<file path="src/rtl/muldiv_hilo_unit.sv">
// Iterative multiply/divide unit with HI/LO result registers.
// Shift-add multiply and restoring divide run over WIDTH clocks on a shared 2*WIDTH accumulator.
module muldiv_hilo_unit #(
  parameter int WIDTH = 32,
  parameter int CNT_W = 6
) (
  input  logic             clk,
  input  logic             rst,
  input  logic             start,
  input  logic [1:0]       op,
  input  logic [WIDTH-1:0] src_a,
  input  logic [WIDTH-1:0] src_b,
  input  logic             hi_we,
  input  logic             lo_we,
  input  logic [WIDTH-1:0] wd,
  output logic [WIDTH-1:0] hi,
  output logic [WIDTH-1:0] lo,
  output logic             busy,
  output logic             done
);

  typedef enum logic {IDLE, RUN} state_t;

  state_t             state;
  logic               is_div;
  logic               a_neg;
  logic               b_neg;
  logic [WIDTH-1:0]   opnd;
  logic [2*WIDTH-1:0] acc;
  logic [CNT_W-1:0]   cnt;

  // Operand conditioning at launch: op[0]=0 selects the signed variants.
  logic             in_a_neg, in_b_neg;
  logic [WIDTH-1:0] abs_a, abs_b;

  assign in_a_neg = ~op[0] & src_a[WIDTH-1];
  assign in_b_neg = ~op[0] & src_b[WIDTH-1];
  assign abs_a    = in_a_neg ? -src_a : src_a;
  assign abs_b    = in_b_neg ? -src_b : src_b;

  logic [2*WIDTH-1:0] acc_next;
  logic [WIDTH:0]     mul_sum;
  logic [WIDTH:0]     div_shift;
  logic [WIDTH:0]     div_diff;
  logic [2*WIDTH-1:0] prod;
  logic [WIDTH-1:0]   res_hi, res_lo;

  // For MUL, acc = {partial sum, remaining multiplier bits} and opnd is the multiplicand.
  // For DIV, acc = {partial remainder, remaining dividend/quotient bits} and opnd is the divisor.
  always_comb begin
    // NOTE: every signal driven here gets a default first so no path leaves it unassigned (no latch).
    acc_next  = acc;
    mul_sum   = {1'b0, acc[2*WIDTH-1:WIDTH]} + {1'b0, (acc[0] ? opnd : '0)};
    div_shift = acc[2*WIDTH-1:WIDTH-1];
    div_diff  = div_shift - {1'b0, opnd};
    if (is_div) begin
      if (div_diff[WIDTH])
        acc_next = {div_shift[WIDTH-1:0], acc[WIDTH-2:0], 1'b0};
      else
        acc_next = {div_diff[WIDTH-1:0], acc[WIDTH-2:0], 1'b1};
    end else begin
      acc_next = {mul_sum, acc[WIDTH-1:1]};
    end
  end

  // Sign correction of the result produced by the final iteration.
  // A zero divisor leaves quotient all-ones and remainder |a|; re-signing the remainder restores src_a.
  always_comb begin
    prod   = (a_neg ^ b_neg) ? -acc_next : acc_next;
    res_hi = prod[2*WIDTH-1:WIDTH];
    res_lo = prod[WIDTH-1:0];
    if (is_div) begin
      res_hi = a_neg ? -acc_next[2*WIDTH-1:WIDTH] : acc_next[2*WIDTH-1:WIDTH];
      if (opnd == '0)
        res_lo = '1;
      else
        res_lo = (a_neg ^ b_neg) ? -acc_next[WIDTH-1:0] : acc_next[WIDTH-1:0];
    end
  end

  always_ff @(posedge clk or negedge rst) begin
    if (!rst) begin
      state  <= IDLE;
      is_div <= 1'b0;
      a_neg  <= 1'b0;
      b_neg  <= 1'b0;
      opnd   <= '0;
      acc    <= '0;
      cnt    <= '0;
      hi     <= '0;
      lo     <= '0;
      done   <= 1'b0;
    end else begin
      // NOTE: sequential state uses non-blocking assignments so every register samples pre-edge values.
      done <= 1'b0;
      case (state)
        IDLE: begin
          if (start) begin
            is_div <= op[1];
            a_neg  <= in_a_neg;
            b_neg  <= in_b_neg;
            opnd   <= op[1] ? abs_b : abs_a;
            acc    <= {{WIDTH{1'b0}}, (op[1] ? abs_a : abs_b)};
            cnt    <= '0;
            state  <= RUN;
          end else begin
            if (hi_we) hi <= wd;
            if (lo_we) lo <= wd;
          end
        end
        RUN: begin
          acc <= acc_next;
          cnt <= cnt + 1'b1;
          if (cnt == CNT_W'(WIDTH - 1)) begin
            hi    <= res_hi;
            lo    <= res_lo;
            done  <= 1'b1;
            state <= IDLE;
          end
        end
        default: state <= IDLE;
      endcase
    end
  end

  assign busy = (state == RUN);

endmodule

</file>
<file path="config.mk">
export PLATFORM = sky130hd
export DESIGN_NAME = muldiv_hilo_unit
export DESIGN_NICKNAME = d
export VERILOG_FILES = /design/src/rtl/muldiv_hilo_unit.sv
export SDC_FILE = /design/constraint.sdc
export NUM_CORES = 1
export LEC_CHECK = 0
export CAP_MARGIN = 0
export CORE_ASPECT_RATIO = 2
export CORE_MARGIN = 2
export CORE_UTILIZATION = 40
export CTS_BUF_LIST = sky130_fd_sc_hd__clkbuf_4 sky130_fd_sc_hd__clkbuf_8
export CTS_CLUSTER_SIZE = 28
export DETAILED_ROUTE_END_ITERATION = 10
export DONT_BUFFER_PORTS = 1
export GPL_TIMING_DRIVEN = 0
export SLEW_MARGIN = 20
export SYNTH_ARGS = -nofsm -noshare
export SYNTH_HDL_FRONTEND = slang
export SYNTH_SLANG_ARGS = --single-unit
export TNS_END_PERCENT = 30
</file>
<file path="constraint.sdc">
create_clock -name clk -period 6.02 [get_ports clk]
set_clock_uncertainty 0.1 [all_clocks]
set_input_delay 0.903 -clock clk [delete_from_list [all_inputs] [get_ports clk]]
set_output_delay 0.903 -clock clk [all_outputs]
set_load 0.01 [all_outputs]
</file>
==> results of run 1 <==
critical path, delay by kind of cell, from the launching register on:
| family | cells | cell delay (ns) |
|---|---|---|
| xor gates and xnor gates | 1 | 0.24 |
| DFF | 1 | 0.36 |
| buffers and inverters | 9 | 4.20 |
| and+or+nand+nor | 1 | 0.10 |
| muxes | 1 | 0.56 |
| AOI/OAI and AO/OA | 1 | 0.22 |
layout make-up:
class | count | area (µm²) | share of cell area [%]
Antenna cell | 3 | 7.51 | 0.0429
Buffer | 129 | 537 | 3.07
Clock buffer | 18 | 241 | 1.38
Clock inverter | 14 | 174 | 0.994
Inverter | 60 | 225 | 1.29
Multi-Input combinational cell | 1776 | 11300 | 64.6
Sequential cell | 171 | 4280 | 24.5
Tap cell | 530 | 663 | 3.79
Timing Repair Buffer | 6 | 67.6 | 0.386
sequential cells by signal, summed over array words and instances, names as in the netlist:
name	cells
acc	64
b_neg	1
hi	32
lo	32
a_neg	1
cnt	6
is_div	1
busy	1
opnd	32
done	1
timing repair:
item,4_1_cts,5_1_grt
endpoints found under the hold margin,159,0
hold buffers,2,0
pin swaps,2,3
setup buffers,2,2
resized for setup,15,22
setup endpoints to repair,17,14
per-stage QoR:
stage | hold slack [ns] | instance area (µm²)
after floorplan | 0.345 | 16200
after global placement | 0.385 | 16800
after detailed placement | 0.394 | 16900
after CTS | 0.335 | 17400
after global routing | 0.331 | 17500
final | 0.201 | 17500
cells in the final DEF (no fill, tap or decap), types with 38 or more instances in the layout:
master / instances
nand2_1: 262
a211oi_1: 69
xor2_1: 70
o21ai_0: 166
xnor2_1: 100
mux2i_1: 46
a21o_1: 40
ha_1: 66
a31oi_1: 38
inv_1: 59
a21oi_1: 204
clkbuf_1: 91
nor3_1: 54
nor2_1: 208
dfrtp_1: 169
and2_1: 40
kinds of logic after synthesis:
| family | Yosys count |
|---|---|
| AO/OA/AOI/OAI | 720 |
| XOR/XNOR | 170 |
| adder cells (fa/ha/maj) | 71 |
| buffers and inverters | 191 |
| flip-flops | 171 |
| multiplexers | 53 |
| AND/OR/NAND/NOR | 762 |
metal layers:
| layer | up-vias | wire, µm | part of all wire, % | GRT usage (%) |
|---|---|---|---|---|
| met3 | 358 | 4580 | 5.7 | 5.78 |
| met2 | 862 | 40900 | 51 | 68.1 |
| li1 | 7830 | - | - | - |
| met1 | 8376 | 25400 | 32 | 35.4 |
| met4 | 0 | 9620 | 12 | 36.9 |
| met5 | - | 0 | 0 | 0 |
path summary, 6_finish.rpt:
path / from / endpoint / slack [ns] / cells after the start
setup / recovery: is_div$_DFFE_PN0P_ / lo[19]$_DFFE_PN0P_ / 0.15 / 13
hold / removal: rst / done$_DFF_PN0_ / 0.20 / 1
setup reg to reg: is_div$_DFFE_PN0P_ / lo[19]$_DFFE_PN0P_ / 0.15 / 13
hold reg to reg: cnt[5]$_DFFE_PN0P_ / cnt[5]$_DFFE_PN0P_ / 0.41 / 1
max in group asynchronous: rst / opnd[19]$_DFFE_PN0P_ / 4.35 / 1
min in group clk: cnt[5]$_DFFE_PN0P_ / cnt[5]$_DFFE_PN0P_ / 0.41 / 1
synthesized netlist by cell type (all sizes together), types with 6 or more instances:
| master | number | area [µm²] |
|---|---|---|
| nor3 | 56 | 280 |
| clkbuf | 96 | 360 |
| ha | 69 | 863 |
| o21ai | 172 | 865 |
| o211ai | 14 | 105 |
| o41ai | 10 | 95.1 |
| o21a | 16 | 120 |
| a41oi | 8 | 70.1 |
| nor2 | 213 | 807 |
| o21bai | 7 | 52.6 |
| or4 | 10 | 78.8 |
| nand2b | 14 | 87.6 |
| xor2 | 70 | 613 |
| a2111oi | 10 | 131 |
| o22ai | 15 | 93.8 |
| inv | 60 | 225 |
| o31ai | 17 | 128 |
| xnor2 | 100 | 876 |
| dfrtp | 171 | 4280 |
| a21o | 40 | 300 |
| o221ai | 15 | 131 |
| or3 | 22 | 138 |
| nor4 | 15 | 93.8 |
| and3 | 17 | 106 |
| nor2b | 26 | 163 |
| and2 | 40 | 250 |
| buf | 35 | 169 |
| nand2 | 264 | 996 |
| nand3 | 28 | 140 |
| a31oi | 40 | 256 |
| or2 | 11 | 68.8 |
| a31o | 12 | 105 |
| o22a | 7 | 61.3 |
| nand4 | 21 | 131 |
| a211oi | 74 | 561 |
| mux2i | 48 | 493 |
| nor3b | 9 | 72.6 |
| a211o | 6 | 52.6 |
| a21oi | 207 | 1050 |
==> run metrics, run 1 <==
CTS tree done; Layout Cells excl Fill 2707; RSZ-0062 raised after global routing yes; Crit path required time 6.36 ns; CTS HTree Levels 4; Synth Area in Adders 5.58%; core area between 0.04 and 0.05 mm²; post-synth cell types around 90; status finished, final reports clean; Worst Path Arrival slightly above 6 ns; MaxCap Viol Count 0; clk sink count 171; CTS Buf Count 17; CP max FO 10; crit path launch type flip-flop; Crit path top cell by count buf_2; Max Slew Vio Count 0; syn nets around 2.3k; # fillers ~4.3k; number of global-route vias before repair 17.8k; total grt overflow 0; IO Count roughly 170; GPL Wtd Cong 1.03; area of the die 0.0422 mm²; Layout Nets 2335; Vert. Die Dim 288 µm; # rows 104; synthesized instance count between 2k and 2.5k; fin worst setup slack roughly 0.15 ns; routed vias/inst 6.44; kind of critical path reg -> reg; register area share after synthesis 26.4%; DR pass1 iterations 7; Setup Slack @ Placement -0.809 ns; Tot GR Track Use 37.6%; Fmax 170 MHz; Synth Area in Compound Gates 28.7%; initial core utilization ~40%; Main synth FF type dfrtp_1; Slew @ Worst Pin 1.19 ns; Synth Area per Inst roughly 7.6 µm²; Synth Area in Simple Gates ~22%; width of the die 146 µm; crit-path cells buf_2 -> buf_2 -> buf_1 -> buf_2 -> buf_2 -> buf_2 -> buf_2 -> buf_1 -> buf_1 -> mux2i_1 -> xnor2_1 -> nand2_1 -> a41oi_1; IO Port Bufs 0; synthesized cell area 0.0162 mm²; mux cell area share after synthesis 3.42%; total wire length between 80000 and 90000 µm; clock buffer depth 2; first-pass GRT wire length 116000 µm; Final Hold Vio Count 0; Yosys reg bits 171; setup violators final 0; Worst-path clk slew 0.12 ns; post-layout min period 5.87 ns; asr flop ratio synth 100%; CP Capture Type flip-flop; DRC viols 0; fin util approximately 44%; Tcrit/Tclk final 97.5%; layout cells sized above 1 between 5 and 6%; Final TNS setup 0 ns; Area Overhead vs Synth 8.10%; max incr delay on CP 0.73 ns; main combinational cell family by area after synthesis compound AO/OA/AOI/OAI gates; Post-synth EDFFs 0; via count ~17k; DRT iter0 DRCs about 1.1k; Slew Limit Headroom 20.4%; CP max-delay cell buf_1; Detail Route Antenna Nets 0; routed len/inst slightly below 30 µm; post-synthesis xor/xnor area fraction 9.20%; Synth warnings 0; Root Buffer clkbuf_8; latest clock arrival within the worst-skew pair 0.51 ns; Inst Count DP approximately 2.7k; initial antenna violation count 2; pin count of the biggest net entering global routing 160; hpwl dp between 60000 and 70000 µm; type of the worst min-delay path in -> async
Power of run 1 is left out: the tool's default activity adds up to more than one toggle a clock period on the data nets, which glitch-free logic cannot reach.
==> run 2: changes to the inputs <==
Settings changed: CORE_UTILIZATION 40 to 67, PLACE_DENSITY set to 0.83.
==> run 2 against run 1 <==
Effect of this change: the run now fails in global routing; area after synthesis stayed put; synthesized cell count stayed put.
==> run metrics, run 2 <==
status aborted with a tool error; Stopped at global routing; Err [ERROR GRT-0116] Global routing finished with congestion. Check the congestion regions in the DRC Viewer.; asr flop ratio synth 100%; Synth top area share around a quarter; pin count of the biggest net entering global routing 80; Vert. Die Dim between 200 and 250 µm; syn nets 2312; number of global-route vias before repair 19.6k; Synth Area per Inst 7.57 µm²; CTS Buf Count 17; synthesized cell area 0.0162 mm²; Root Buffer clkbuf_8; Main synth FF type dfrtp_1; width of the die 114 µm; top cells by area, synth dfrtp_1, a21oi_1, nand2_1, xnor2_1, ha_1; clock buffer depth 2; synthesized instance count 2138; Tot GR Track Use 61.0%; GPL Wtd Cong 1.14; hpwl dp 56200 µm; initial core utilization 67.9%; Post-synth EDFFs 0; IO Port Bufs 0; CTS HTree Levels 4; Synth top cells by count nand2_1, nor2_1, a21oi_1, dfrtp_1, o21ai_0; Synth warnings 0; most common cell in the synthesized netlist nand2_1; register area share after synthesis a little over a quarter; # rows 80; largest area contributor in the netlist dfrtp_1; IO Count between 150 and 200; Yosys reg bits approximately 170; total grt overflow 5; Setup Slack @ Placement -0.363 ns; first-pass GRT wire length around 120000 µm; post-synth cell types 91; clk sink count 171
[run 2: cell families after synthesis]
group	after synthesis	synth area share, %
xor+xnor	170	9.20
flops	171	26.4
buf+inv	191	4.66
simple gates	762	22.0
mux	53	3.42
fa+ha+maj	71	5.58
compound gates	720	28.7
[run 2: layer usage]
| layer | overflow | global-route usage, % |
|---|---|---|
| met3 | 0 | 28.4 |
| met1 | 0 | 59.9 |
| met5 | 0 | 1.82 |
| met2 | 2 | 88.3 |
| met4 | 3 | 67.0 |
[run 2: what timing repair did]
item,in CTS
buffers inserted,2
hold endpoints to repair,75
pin swaps,2
gates resized for setup,8
endpoints found under the setup margin,11
hold buffers,3
[run 2: through the flow]
stage	TNS (ns)	cell area [µm²]	std cells	utilization, %
3_3_place_gp	-1.40	16500	2425	69.4
4_1_cts	0	17100	2462	71.7
2_1_floorplan	0	16200	2138	-
3_5_place_dp	-1.88	16500	2425	69.5
==> run 3: changes to the inputs <==
Settings changed: CORE_ASPECT_RATIO 2 to not set, CORE_UTILIZATION 67 to 40, CTS_BUF_LIST sky130_fd_sc_hd__clkbuf_4 sky130_fd_sc_hd__clkbuf_8 to not set, CTS_CLUSTER_SIZE 28 to not set, PLACE_DENSITY 0.83 to not set, PLACE_DENSITY_LB_ADDON set to 0.15.
==> run 3 against run 2 <==
Effect of this change: the run now ends clean.
==> run metrics, run 3 (synthesis results as in run 1) <==
Tot GR Track Use between 30% and 40%; CTS Buf Count 17; area of the die 0.0421 mm²; CTS tree done; Tcrit/Tclk final between 90% and 100%; Crit path required time between 6 and 7 ns; max reg flops 64; kind of critical path reg -> reg; CTS HTree Levels 4; hold_ws 0.0252 ns; # fillers 4139; # rows 73; Crit path top cell by count buf_2; layout cells sized above 1 5.62%; IO Count 169; Worst Path Arrival 6.25 ns; post-layout min period between 5 and 6 ns; core area 0.0398 mm²; routed vias/inst 6.42; DRC viols 0; critical path's top delay family buffers and inverters; Detail Route Antenna Nets 0; GPL Wtd Cong about 0.95; CP max FO 10; crit path launch type flip-flop; setup violators final 0; most common cell after layout, fill and taps aside nand2_1; MaxCap Viol Count 0; via count 17.3k; Slew Limit Headroom 36.9%; DR pass1 iterations 9; pin count of the biggest net entering global routing 172; Slew @ Worst Pin 0.946 ns; clk sink count about 170; Final Hold Vio Count 0; DRT iter0 DRCs approximately 1.9k; Layout Nets around 2.3k; number of global-route vias before repair 16.3k; latest clock arrival within the worst-skew pair 0.47 ns; RSZ-0062 raised after global routing yes; width of the die ~210 µm; status finished, final reports clean; Buffers & Inverters on Critical Path 8; crit-path cells buf_2 -> buf_2 -> buf_1 -> buf_2 -> buf_2 -> buf_2 -> clkdlybuf4s15_1 -> buf_1 -> mux2i_1 -> a21oi_1 -> xnor2_1 -> nand2_1 -> a31oi_1; max incr delay on CP approximately 0.84 ns; Vert. Die Dim 205 µm; total wire length 72600 µm; Fmax between 150 and 200 MHz; Worst-path clk slew about 0.07 ns; clock buffer depth 2; IO Port Bufs 0; most flop-heavy register acc; Root Buffer clkbuf_16; CP max-delay cell clkdlybuf4s15_1; CP Capture Type flip-flop; commonest non-fill, non-tap cells in the layout nand2_1, nor2_1, a21oi_1; initial core utilization around two fifths; first-pass GRT wire length 106000 µm; Max Slew Vio Count 0; hpwl dp roughly 59000 µm; total grt overflow 0; type of the worst min-delay path in -> async; initial antenna violation count 4; Area Overhead vs Synth 8.57%; routed len/inst 26.9 µm
[run 3: per-layer routing]
layer / share of wire (%) / global-route usage, %
met1: 41 / 44.4
met2: 45 / 54.3
met3: 9.4 / 7.83
met4: 4.9 / 15.9
met5: 0.055 / 0
[run 3: area by class of cell]
class | instances | area [µm²] | area share [%]
clock buffers | 18 | 439 | 2.50
clock inverters | 14 | 159 | 0.904
flip-flops and latches | 171 | 4280 | 24.4
diodes | 1 | 2.50 | 0.0142
multi-input cells | 1776 | 11300 | 64.0
inverters | 60 | 225 | 1.28
repair buffers | 2 | 15.0 | 0.0854
well taps | 525 | 657 | 3.74
plain buffers | 131 | 542 | 3.08
[run 3: path summary, 6_finish.rpt]
kind / depth (start not counted) / slack, ns / start / end
setup / recovery: 13 / 0.06 / is_div$_DFFE_PN0P_ / lo[27]$_DFFE_PN0P_
hold / removal: 0 / 0.03 / rst / hi[6]$_DFFE_PN0P_
setup reg to reg: 13 / 0.06 / is_div$_DFFE_PN0P_ / lo[27]$_DFFE_PN0P_
hold reg to reg: 1 / 0.40 / cnt[5]$_DFFE_PN0P_ / cnt[5]$_DFFE_PN0P_
max in group asynchronous: 0 / 5.48 / rst / opnd[27]$_DFFE_PN0P_
min in group clk: 1 / 0.40 / cnt[5]$_DFFE_PN0P_ / cnt[5]$_DFFE_PN0P_
[run 3: what timing repair did]
action / 4_1_cts / 5_1_grt
gates resized for setup: 5 / 24
pin swaps: 2 / 2
setup buffers: 2 / 0
cloned: 0 / 0
setup endpoints to repair: 16 / 17
hold buffers: 0 / 0
hold endpoints to repair: 0 / 0
[run 3: stage by stage]
step                instances  area, µm²  utilization [%]  setup TNS, ns  setup WS (ns)
CTS                      2697      17500             43.9              0         0.0221
finish                   2698      17600             44.1              0         0.0635
global placement         2663      16800             42.3          -5.53         -0.711
global route             2697      17600             44.1        -0.0790        -0.0419
detailed placement       2663      16800             42.3          -6.51         -0.763
floorplan                2138      16200                -              0          0.784
[run 3: worst reg2reg max path, cell delays in order, from the launching register on]
cell and delay (ns):
dfrtp_1 0.36, buf_2 0.30, buf_2 0.35, buf_1 0.52
buf_2 0.46, buf_2 0.41, buf_2 0.37, clkdlybuf4s15_1 0.84
buf_1 0.78, mux2i_1 0.48, a21oi_1 0.14, xnor2_1 0.50
nand2_1 0.13, a31oi_1 0.15
Power of run 3 is left out for the same reason.
==> edit, RTL diff (settings of run 1) <==
Change the parameter `CNT_W` from 6 to 12.
--- a/src/rtl/muldiv_hilo_unit.sv
+++ b/src/rtl/muldiv_hilo_unit.sv
@@ -2,7 +2,7 @@
 // Shift-add multiply and restoring divide run over WIDTH clocks on a shared 2*WIDTH accumulator.
 module muldiv_hilo_unit #(
   parameter int WIDTH = 32,
-  parameter int CNT_W = 6
+  parameter int CNT_W = 12
 ) (
   input  logic             clk,
   input  logic             rst,
Check against the original RTL: same outputs for any inputs over 4 cycles, from zero or initial values and one cycle with rst low; that may be too few to reach the edited logic, so the function may still have changed.
==> edit against run 1 <==
The run now ends with negative setup slack left; worst hold slack worse by 50 ps; routed wire length rose by 8.8%; sequential cell count is 6 higher; global-route usage up 2.9 points; highest routed layer is now met5; critical path depth rose by 2; synthesized cell count grew 3.1%; worst setup slack got worse by 220 ps; area after synthesis rose by 2.2%; count of clock-buffer cells in the layout rose by 2; design area increased by 2.1%.
==> edit: results (changes against run 1) <==
Routing
  – Detailed Routing Iterations Pass 1: 9 (+2)

Critical path
  – CP max stage cell: a311oi_1
  – CP Max Fanout: 19 (+9)
  – Slowest stage delay, CP: 1000 ps (+270 ps)
  – CP endpoint: hi[0]

Clock tree
  – Clk Latency, worst-skew pair: 550 ps (+40 ps)
  – Clock-pin slew on the worst setup and hold paths: 100 ps (-20 ps)
  – CTS resizes: 37 (+22)

GRT
  – Tot GR Track Use: 0.404 (+0.0286)
  – Met3 usage: 0.0806 (+0.0228)
  – Global-route wire length before repair: 126000 um (+8.6%)
  – Vias in the first global route: 18700 (+5.2%)
  – Initial antenna violation count: 11 (+9)

Layout
  – # nets final: 2398 (+2.7%)
  – Storage cell area: 4440 um2 (+3.6%)
  – Sequential cell count: 177 (+3.5%)
  – Share of cells above drive strength 1: 0.0532 (-0.00612)
  – Number of non-clock buffers: 139 (+3.0%)
  – Clock Buffer Count: 20 (+2)
  – Fill cells: 4272 (-1.6%)
  – Comb_multi_in: 1830 (+3.0%)

STA
  – Worst-margin pin slew: 1190 ps (+7.19 ps)
  – Worst Setup Slack, final: -71.0 ps (-222 ps)
  – Final setup viols: 1 (+1)

Status
  – Status: complete, but fails checks
  – Failing checks: negative setup slack

Placement
  – Placed Area: 17200 um2 (+2.1%)
  – Setup WS pre-CTS: -3390 ps (-2590 ps)
  – HPWL after DPL: 69800 um (+7.0%)
  – Placed Cells: 2739 (+2.7%)

Synth
  – Syn Nets: 2378 (+2.9%)
  – Cell variety after synth: 76 (-16%)
edit: changes by cell type after synthesis, moves of 15 or more:
| cell | delta |
|---|---|
| xnor2_1 | -15 |
| a21oi_1 | +24 |
| nor4_1 | +16 |
| mux2i_1 | +17 |
| nand3_1 | +22 |
| clkbuf_1 | +15 |
edit: power by group through the flow:
stage	Sequential [W]	Clock (W)	Combinational, W
global route	0.00215	0.000890	0.00686
CTS	0.00210	0.000847	0.00613
detailed placement	0.00212	0	0.00599
finish	0.00214	0.000854	0.00650
global placement	0.00211	0	0.00595
floorplan	0.00185	0	0.00399
edit: per-layer routing:
layer	wire, um	share of wire
met4	12300	0.14
met2	42800	0.49
met3	5560	0.063
met5	52	0.00059
met1	27000	0.31
edit: through the flow:
stage,power [W],TNS (ps)
2_1_floorplan,0.00584,0
3_3_place_gp,0.00806,-92350
3_5_place_dp,0.00811,-87990
6_report,0.00949,-71.0
4_1_cts,0.00907,0
5_1_grt,0.00990,-10.4
